[src/rtl/ysyx_22050039_mem_arb.sv]
// rtl/ysyx_22050039_mem_arb.sv - IF/LS arbiter for the shared memory port, one transaction in flight
module ysyx_22050039_mem_arb #(
    parameter int XLEN          = 64,
    parameter int MAX_LS_STREAK = 4
) (
    input  logic            clk,
    input  logic            rst,
    input  logic            if_req_valid,
    output logic            if_req_ready,
    input  logic [XLEN-1:0] if_addr,
    output logic            if_rsp_valid,
    output logic [XLEN-1:0] if_rdata,
    input  logic            ls_req_valid,
    output logic            ls_req_ready,
    input  logic [XLEN-1:0] ls_addr,
    input  logic            ls_wen,
    input  logic [XLEN-1:0] ls_wdata,
    input  logic [7:0]      ls_wmask,
    output logic            ls_rsp_valid,
    output logic [XLEN-1:0] ls_rdata,
    output logic            mem_req_valid,
    input  logic            mem_req_ready,
    output logic [XLEN-1:0] mem_addr,
    output logic            mem_wen,
    output logic [XLEN-1:0] mem_wdata,
    output logic [7:0]      mem_wmask,
    input  logic            mem_rsp_valid,
    input  logic [XLEN-1:0] mem_rdata
);

    typedef enum logic [1:0] {IDLE, REQ, RSP} state_t;

    localparam logic [3:0] STREAK_MAX = 4'(MAX_LS_STREAK);

    state_t            state, state_nxt;
    logic              owner_ls;
    logic [3:0]        streak;
    logic [XLEN-1:0]   lat_addr;
    logic              lat_wen;
    logic [XLEN-1:0]   lat_wdata;
    logic [7:0]        lat_wmask;
    logic              grant_ls, grant_if;
    logic              rsp_pulse;

    always_comb begin
        state_nxt = state;
        grant_ls  = 1'b0;
        grant_if  = 1'b0;
        case (state)
            IDLE: begin
                // LS keeps priority until it has won STREAK_MAX times in a row over a waiting IF
                grant_ls = ls_req_valid && (!if_req_valid || (streak < STREAK_MAX));
                grant_if = if_req_valid && !grant_ls;
                if (grant_ls || grant_if)
                    state_nxt = REQ;
            end
            REQ:     if (mem_req_ready) state_nxt = RSP;
            RSP:     if (mem_rsp_valid) state_nxt = IDLE;
            default: state_nxt = IDLE;
        endcase
    end

    // Handshakes are masked while reset is asserted so nothing leaks out of a dropped transaction
    assign if_req_ready  = rst && grant_if;
    assign ls_req_ready  = rst && grant_ls;
    assign mem_req_valid = rst && (state == REQ);
    assign rsp_pulse     = rst && (state == RSP) && mem_rsp_valid;
    assign if_rsp_valid  = rsp_pulse && !owner_ls;
    assign ls_rsp_valid  = rsp_pulse && owner_ls;
    assign if_rdata      = if_rsp_valid ? mem_rdata : '0;
    assign ls_rdata      = ls_rsp_valid ? mem_rdata : '0;
    assign mem_addr      = lat_addr;
    assign mem_wen       = lat_wen;
    assign mem_wdata     = lat_wdata;
    assign mem_wmask     = lat_wmask;

    always_ff @(posedge clk) begin
        if (!rst) begin
            state     <= IDLE;
            owner_ls  <= 1'b0;
            streak    <= 4'd0;
            lat_addr  <= '0;
            lat_wen   <= 1'b0;
            lat_wdata <= '0;
            lat_wmask <= 8'd0;
        end else begin
            state <= state_nxt;
            if (grant_ls) begin
                owner_ls  <= 1'b1;
                lat_addr  <= ls_addr;
                lat_wen   <= ls_wen;
                lat_wdata <= ls_wdata;
                lat_wmask <= ls_wmask;
                if (!if_req_valid)
                    streak <= 4'd0;
                else if (streak != 4'd15)
                    streak <= streak + 4'd1;
            end else if (grant_if) begin
                owner_ls  <= 1'b0;
                lat_addr  <= if_addr;
                lat_wen   <= 1'b0;
                lat_wdata <= '0;
                lat_wmask <= 8'd0;
                streak    <= 4'd0;
            end
        end
    end

endmodule

[config.mk]
export PLATFORM = sky130hd
export DESIGN_NAME = ysyx_22050039_mem_arb
export DESIGN_NICKNAME = d
export VERILOG_FILES = /design/src/rtl/ysyx_22050039_mem_arb.sv
export SDC_FILE = /design/constraint.sdc
export NUM_CORES = 1
export LEC_CHECK = 0
export BUFFER_PORTS_ARGS = -buffer_cell sky130_fd_sc_hd__buf_2
export CAP_MARGIN = 0
export CORE_AREA = 2 2 212 214
export CTS_CLUSTER_SIZE = 24
export DETAILED_ROUTE_END_ITERATION = 12
export DIE_AREA = 0 0 214 216
export GPL_TIMING_DRIVEN = 0
export HOLD_SLACK_MARGIN = 0.05
export SYNTH_ARGS = -nofsm -noshare
export SYNTH_HDL_FRONTEND = slang
export SYNTH_SLANG_ARGS = --single-unit
[constraint.sdc]
create_clock -name clk -period 1.8 [get_ports clk]
set_input_delay 0.09 -clock clk [delete_from_list [all_inputs] [get_ports clk]]
set_output_delay 0.09 -clock clk [all_outputs]
set_load 0.05 [all_outputs]
=== After elaboration in Yosys (flattened, before gate mapping) ===
Cells that the tools add are included.

* Flip-flop bits (word level): 144

* $lt $le $gt $ge: 1
* Equal/unequal tests: 7
* Multiplexer cells: 21
* Reduce and logical (&&, ||, !) cells: 18
* Add/subtract/negate cells: 1

{| class="wikitable"
|+ Operators with widths
! kind !! count
|-
| $mux 64 || 6
|-
| $mux 4 || 4
|-
| $mux 8 || 2
|-
| $logic_and 1x1->1 || 9
|-
| $mux 2 || 3
|-
| $ne 2x2->1 const B || 3
|-
| $pmux 2 s3 || 1
|-
| $mux 1 || 5
|-
| $add 4x1->4 const B || 1
|-
| $lt 4x3->1 const B || 1
|-
| $ne 4x4->1 const B || 1
|-
| $logic_not 1->1 || 3
|-
| $ne 3x2->1 const B || 1
|-
| $reduce_and 3->1 || 1
|-
| $eq 2x1->1 const B || 1
|-
| $eq 2x2->1 const B || 1
|-
| $logic_not 2->1 || 1
|-
| $logic_or 1x1->1 || 2
|-
| $reduce_and 2->1 || 1
|-
| $reduce_bool 2->1 || 1
|}

=== Depth between registers and ports, before layout ===
* Depth after elaboration: 8
* Depth in mapped cells: 7
* Depth with buffers taken out: 3

=== Worst setup path before layout ===
Ideal clock, no wire load.

* Path kind: register -> output
* Start point: reg state[1]
* End point: out if_req_ready
* Cell stages (with the launch flop): 6
* Data arrival time: 2074 ps
* Setup slack: -364 ps
* Cell sequence: dfxtp_1 > buf_4 > or2_1 > buf_6 > clkbuf_1 > nor3_1

* Longest elaborated chain between the ends: 3

{| class="wikitable"
|+ RTL lines
! what !! line !! source
|-
| start: declaration || 35 || <nowiki>state_t state, state_nxt;</nowiki>
|-
| start signal: assignment || 87 || <nowiki>state <= state_nxt;</nowiki>
|-
| $logic_not 2->1 || 49 || <nowiki>case (state)</nowiki>
|-
| $mux 1 || 49 ||
|-
| $logic_and 1x1->1 || 64 || <nowiki>assign if_req_ready = rst && grant_if;</nowiki>
|-
| end: declaration || 9 || <nowiki>output logic if_req_ready,</nowiki>
|}

Every way passes these cells.

=== Worst setup path in the final report ===
* Start point: reg state[1]
* End point: out if_rdata[18]

* Longest elaborated chain between the ends: 5

{| class="wikitable"
|+ RTL lines
! what !! line !! source
|-
| $eq 2x2->1 || 67 || <nowiki>assign rsp_pulse = rst && (state == RSP) && mem_rsp_valid;</nowiki>
|-
| $logic_and 1x1->1 (2 in a row) || 67 ||
|-
| $logic_and 1x1->1 || 68 || <nowiki>assign if_rsp_valid = rsp_pulse && !owner_ls;</nowiki>
|-
| $mux 64 || 70 || <nowiki>assign if_rdata = if_rsp_valid ? mem_rdata : '0;</nowiki>
|-
| end: declaration || 12 || <nowiki>output logic [XLEN-1:0] if_rdata,</nowiki>
|}

Every way passes these cells.

==> reports/metrics.csv <==
stage;metric;value;unit
outcome;status;finished with violations;
outcome;violations;setup timing;
synth;synth_area_per_cell;8.20;sq um
setup_path;r2r_end;mem_wdata[27];
timing;final-max-slew-violation-count;0;
cts;numCtsBuffers;17;
timing;clock.fmax;508;MHz
global_routing;grt_max_degree;17;
synth;seq_area_frac_synth;39.4;%
cts;clk_pin_slew;0.07;ns
synth;synthMuxAreaShare;0;%
setup_path;regToRegSetupSlack;0.06;ns
timing;period_minus_slack;1.97;ns
routing;wl_per_cell;22.8;um
cts;clk_latency;0.46;ns
setup_path;reg2reg_depth;9;
setup_path;critical_path_class;register to primary output;
routing;drtAntennaViolNets;0;
routing;drt_iter0_drc;615;
synth;synth_compound_area_share;23.7;%
power_and_ir_drop;ir_worst_vdd;638;uV
setup_path;end_kind;primary output;
placement;dp_cells;2022;
die;die_w;214;um
synth;synthCells;892;
power_and_ir_drop;p_leak;6.97;nW
synth;synth_simple_gate_area_share;28.5;%
synth;synth_common_cells;144 x dfxtp_1, 141 x a21oi_1, 128 x and2_1, 73 x nand3_1, 69 x o21ai_0;
die;die_area;0.0462;sq mm
setup_path;start_kind;register;
worst_hold_path;min-delay-start;ls_addr[14];
synth;synthFlopType;dfxtp_1;
synth;syn-cell-area;0.00732;sq mm
finish;fillCellCount;4323;
synth;synth_fa_ha_area_share;0.171;%
timing;setup_slack;-0.168;ns
timing;period_share;109;%
routing;num_vias;10700;
finish;layout-drive-gt1-share;49.4;%
synth;synth_cell_types;40;
global_routing;grt_pass1_vias;10700;
global_routing;grt_pass1_wl;71900;um
cts;cts_buffer_depth;2;
synth;synth-xor-area-share;0;%
synth;ys_top_cells_by_area;dfxtp_1 39%, and2_1 11%, a21oi_1 9.6%;
timing;slew_headroom;41.1;%
synth;synth_top_area_share;39.4;%
finish;final-seq-area;0.00289;sq mm
placement;gp_congestion;0.897;
cts;htree_num_levels;4;
die;ioPinCount;541;
setup_path;worst_ep_arrival_time;1.88;ns
cts;cts.sinks;144;
setup_path;path_max_fanout;6;
power_and_ir_drop;power_density;691;mW/mm^2
worst_hold_path;holdPathEnd;mem_addr[14];
global_routing;grt_antenna_before_repair;36;
routing;drt_first_pass_iters;5;
global_routing;grt-ovfl-total;0;
timing;whs;0.0885;ns
die;core_area;0.0438;sq mm
cts;cts_tree;built;
setup_path;timing.critical_path.required;1.71;ns
flow_run;maxCapViolations;0;
synth;ys.warnings.count;0;
timing;rsz0062_at_grt;yes;
synth;synth_top_family_by_area;simple AND/OR/NAND/NOR gates;
finish;fin_util;36.2;%
finish;areaGrowthSynthToFinish;117;%
timing;skew;0.00972;ns
timing;timing.setup.tns;-14.88;ns
routing;wl;52400;um
synth;async_reset_ff_share;0;%
finish;fin_cells;2299;
synth;synth_edf_count;0;
timing;setup_violations;131;
worst_hold_path;hp-class;input port to register;
finish;multiInputGateArea;0.00430;sq mm
timing;finalHoldViolations;0;
placement;hpwl;37000;um
finish;final_nets;1953;
synth;syn_nets;1164;
synth;ys_ff_latch;144;
setup_path;reg2reg_from;state[1];
placement;port_buffers;538;
synth;yosysMostFrequentCell;dfxtp_1;
global_routing;grtUsageTotal;21.2;%
die;fp.dieH;216;um
cts;cts_root_buf;clkbuf_16;
synth;yosysTopAreaCell;dfxtp_1;
worst_hold_path;hold_depth;3;
die;start_util;16.7;%
routing;drc_errors;0;
routing;via_per_inst;4.68;
timing;worstMarginPinSlew;0.883;ns
die;rows;77;
sequential cells by signal, summed over array words and instances, names as in the netlist:
name and flops:
state 2, owner_ls 1, mem_wdata 64, streak 4, mem_addr 64, mem_wen 1
mem_wmask 8
critical path, cell delays in order, from the launching register on:
cell and delay [ns]:
dfxtp_2 0.32, buf_6 0.10, nor4b_4 0.19, buf_6 0.18
clkbuf_16 0.18, clkbuf_16 0.15, and2_4 0.14, buf_12 0.14
cells in the final DEF, fill, tap and decap left out, drive strengths merged:
cell type | synthesis | routed
diode | 0 | 13
clkinvlp | 0 | 2
or2 | 2 | 2
bufinv | 0 | 3
clkinv | 0 | 4
inv | 1 | 5
nor3 | 6 | 6
dlygate4sd3 | 0 | 202
nor4b | 1 | 1
a31oi | 1 | 1
nor2 | 6 | 6
and4bb | 1 | 1
o21a | 2 | 2
and2 | 128 | 128
o32ai | 62 | 62
buf | 59 | 626
nand3 | 74 | 74
a21oi | 141 | 141
nor3b | 66 | 66
nand2 | 67 | 67
ha | 1 | 1
nand3b | 1 | 1
clkbuf | 46 | 66
a211oi | 1 | 1
dfxtp | 144 | 144
a2111oi | 2 | 2
nand4b | 1 | 1
o21ai | 77 | 77
nand4 | 1 | 1
or3b | 1 | 1
stage by stage:
step                      area [sq um]  setup slack (ns)  power [mW]
after CTS                        15300            -0.260        11.0
final                            15900            -0.168        11.0
after floorplan                   7320            0.0334        5.46
after detailed placement         10800            -0.510        6.49
after global placement           10800            -0.464        6.46
after global routing             15900            -0.245        11.4
cell families after synthesis:
| logic type | Yosys count |
|---|---|
| simple gates | 355 |
| compound gates | 286 |
| flops | 144 |
| buf+inv | 106 |
| fa+ha+maj | 1 |
power by group:
| group | internal, mW | switching [mW] | total (mW) |
|---|---|---|---|
| Combinational | 1.26 | 2.15 | 3.41 |
| Sequential | 3.45 | 0.152 | 3.61 |
| Clock | 2.29 | 1.67 | 3.96 |
layer usage:
metal | wire, um | global-route usage [%] | share of wire, %
met1 | 18200 | 20.6 | 35
met2 | 27900 | 41.1 | 53
met3 | 3220 | 4.99 | 6.1
met4 | 3020 | 11.2 | 5.8
met5 | 47 | 0 | 0.090
how the worst max path moves through the flow:
| stage | from | endpoint | depth (start not counted) |
|---|---|---|---|
| after floorplan | rst | mem_req_valid | 4 |
| after global placement | streak[3] | mem_wdata[13] | 5 |
| after detailed placement | streak[3] | mem_wdata[13] | 5 |
| after CTS | state[0] | ls_rdata[32] | 6 |
| after global routing | state[1] | if_rdata[22] | 7 |
| final | state[1] | if_rdata[18] | 7 |
area by class of cell:
type | instances | share of cell area (%)
inverters | 1 | 0.0236
multi-input cells | 642 | 27.0
flip-flops and latches | 144 | 18.2
clock inverters | 13 | 1.11
plain buffers | 103 | 5.24
well taps | 592 | 4.66
repair buffers | 772 | 40.7
diodes | 13 | 0.205
clock buffers | 19 | 2.85
timing repair:
action | 4_1_cts | 5_1_grt
hold buffers | 202 | 0
hold endpoints to repair | 142 | 0
cloned | 9 | 5
setup endpoints to repair | 261 | 172
resized for setup | 493 | 150
setup buffers | 13 | 9
pin swaps | 59 | 54
Note: power is estimated with default switching activity, not from simulation.
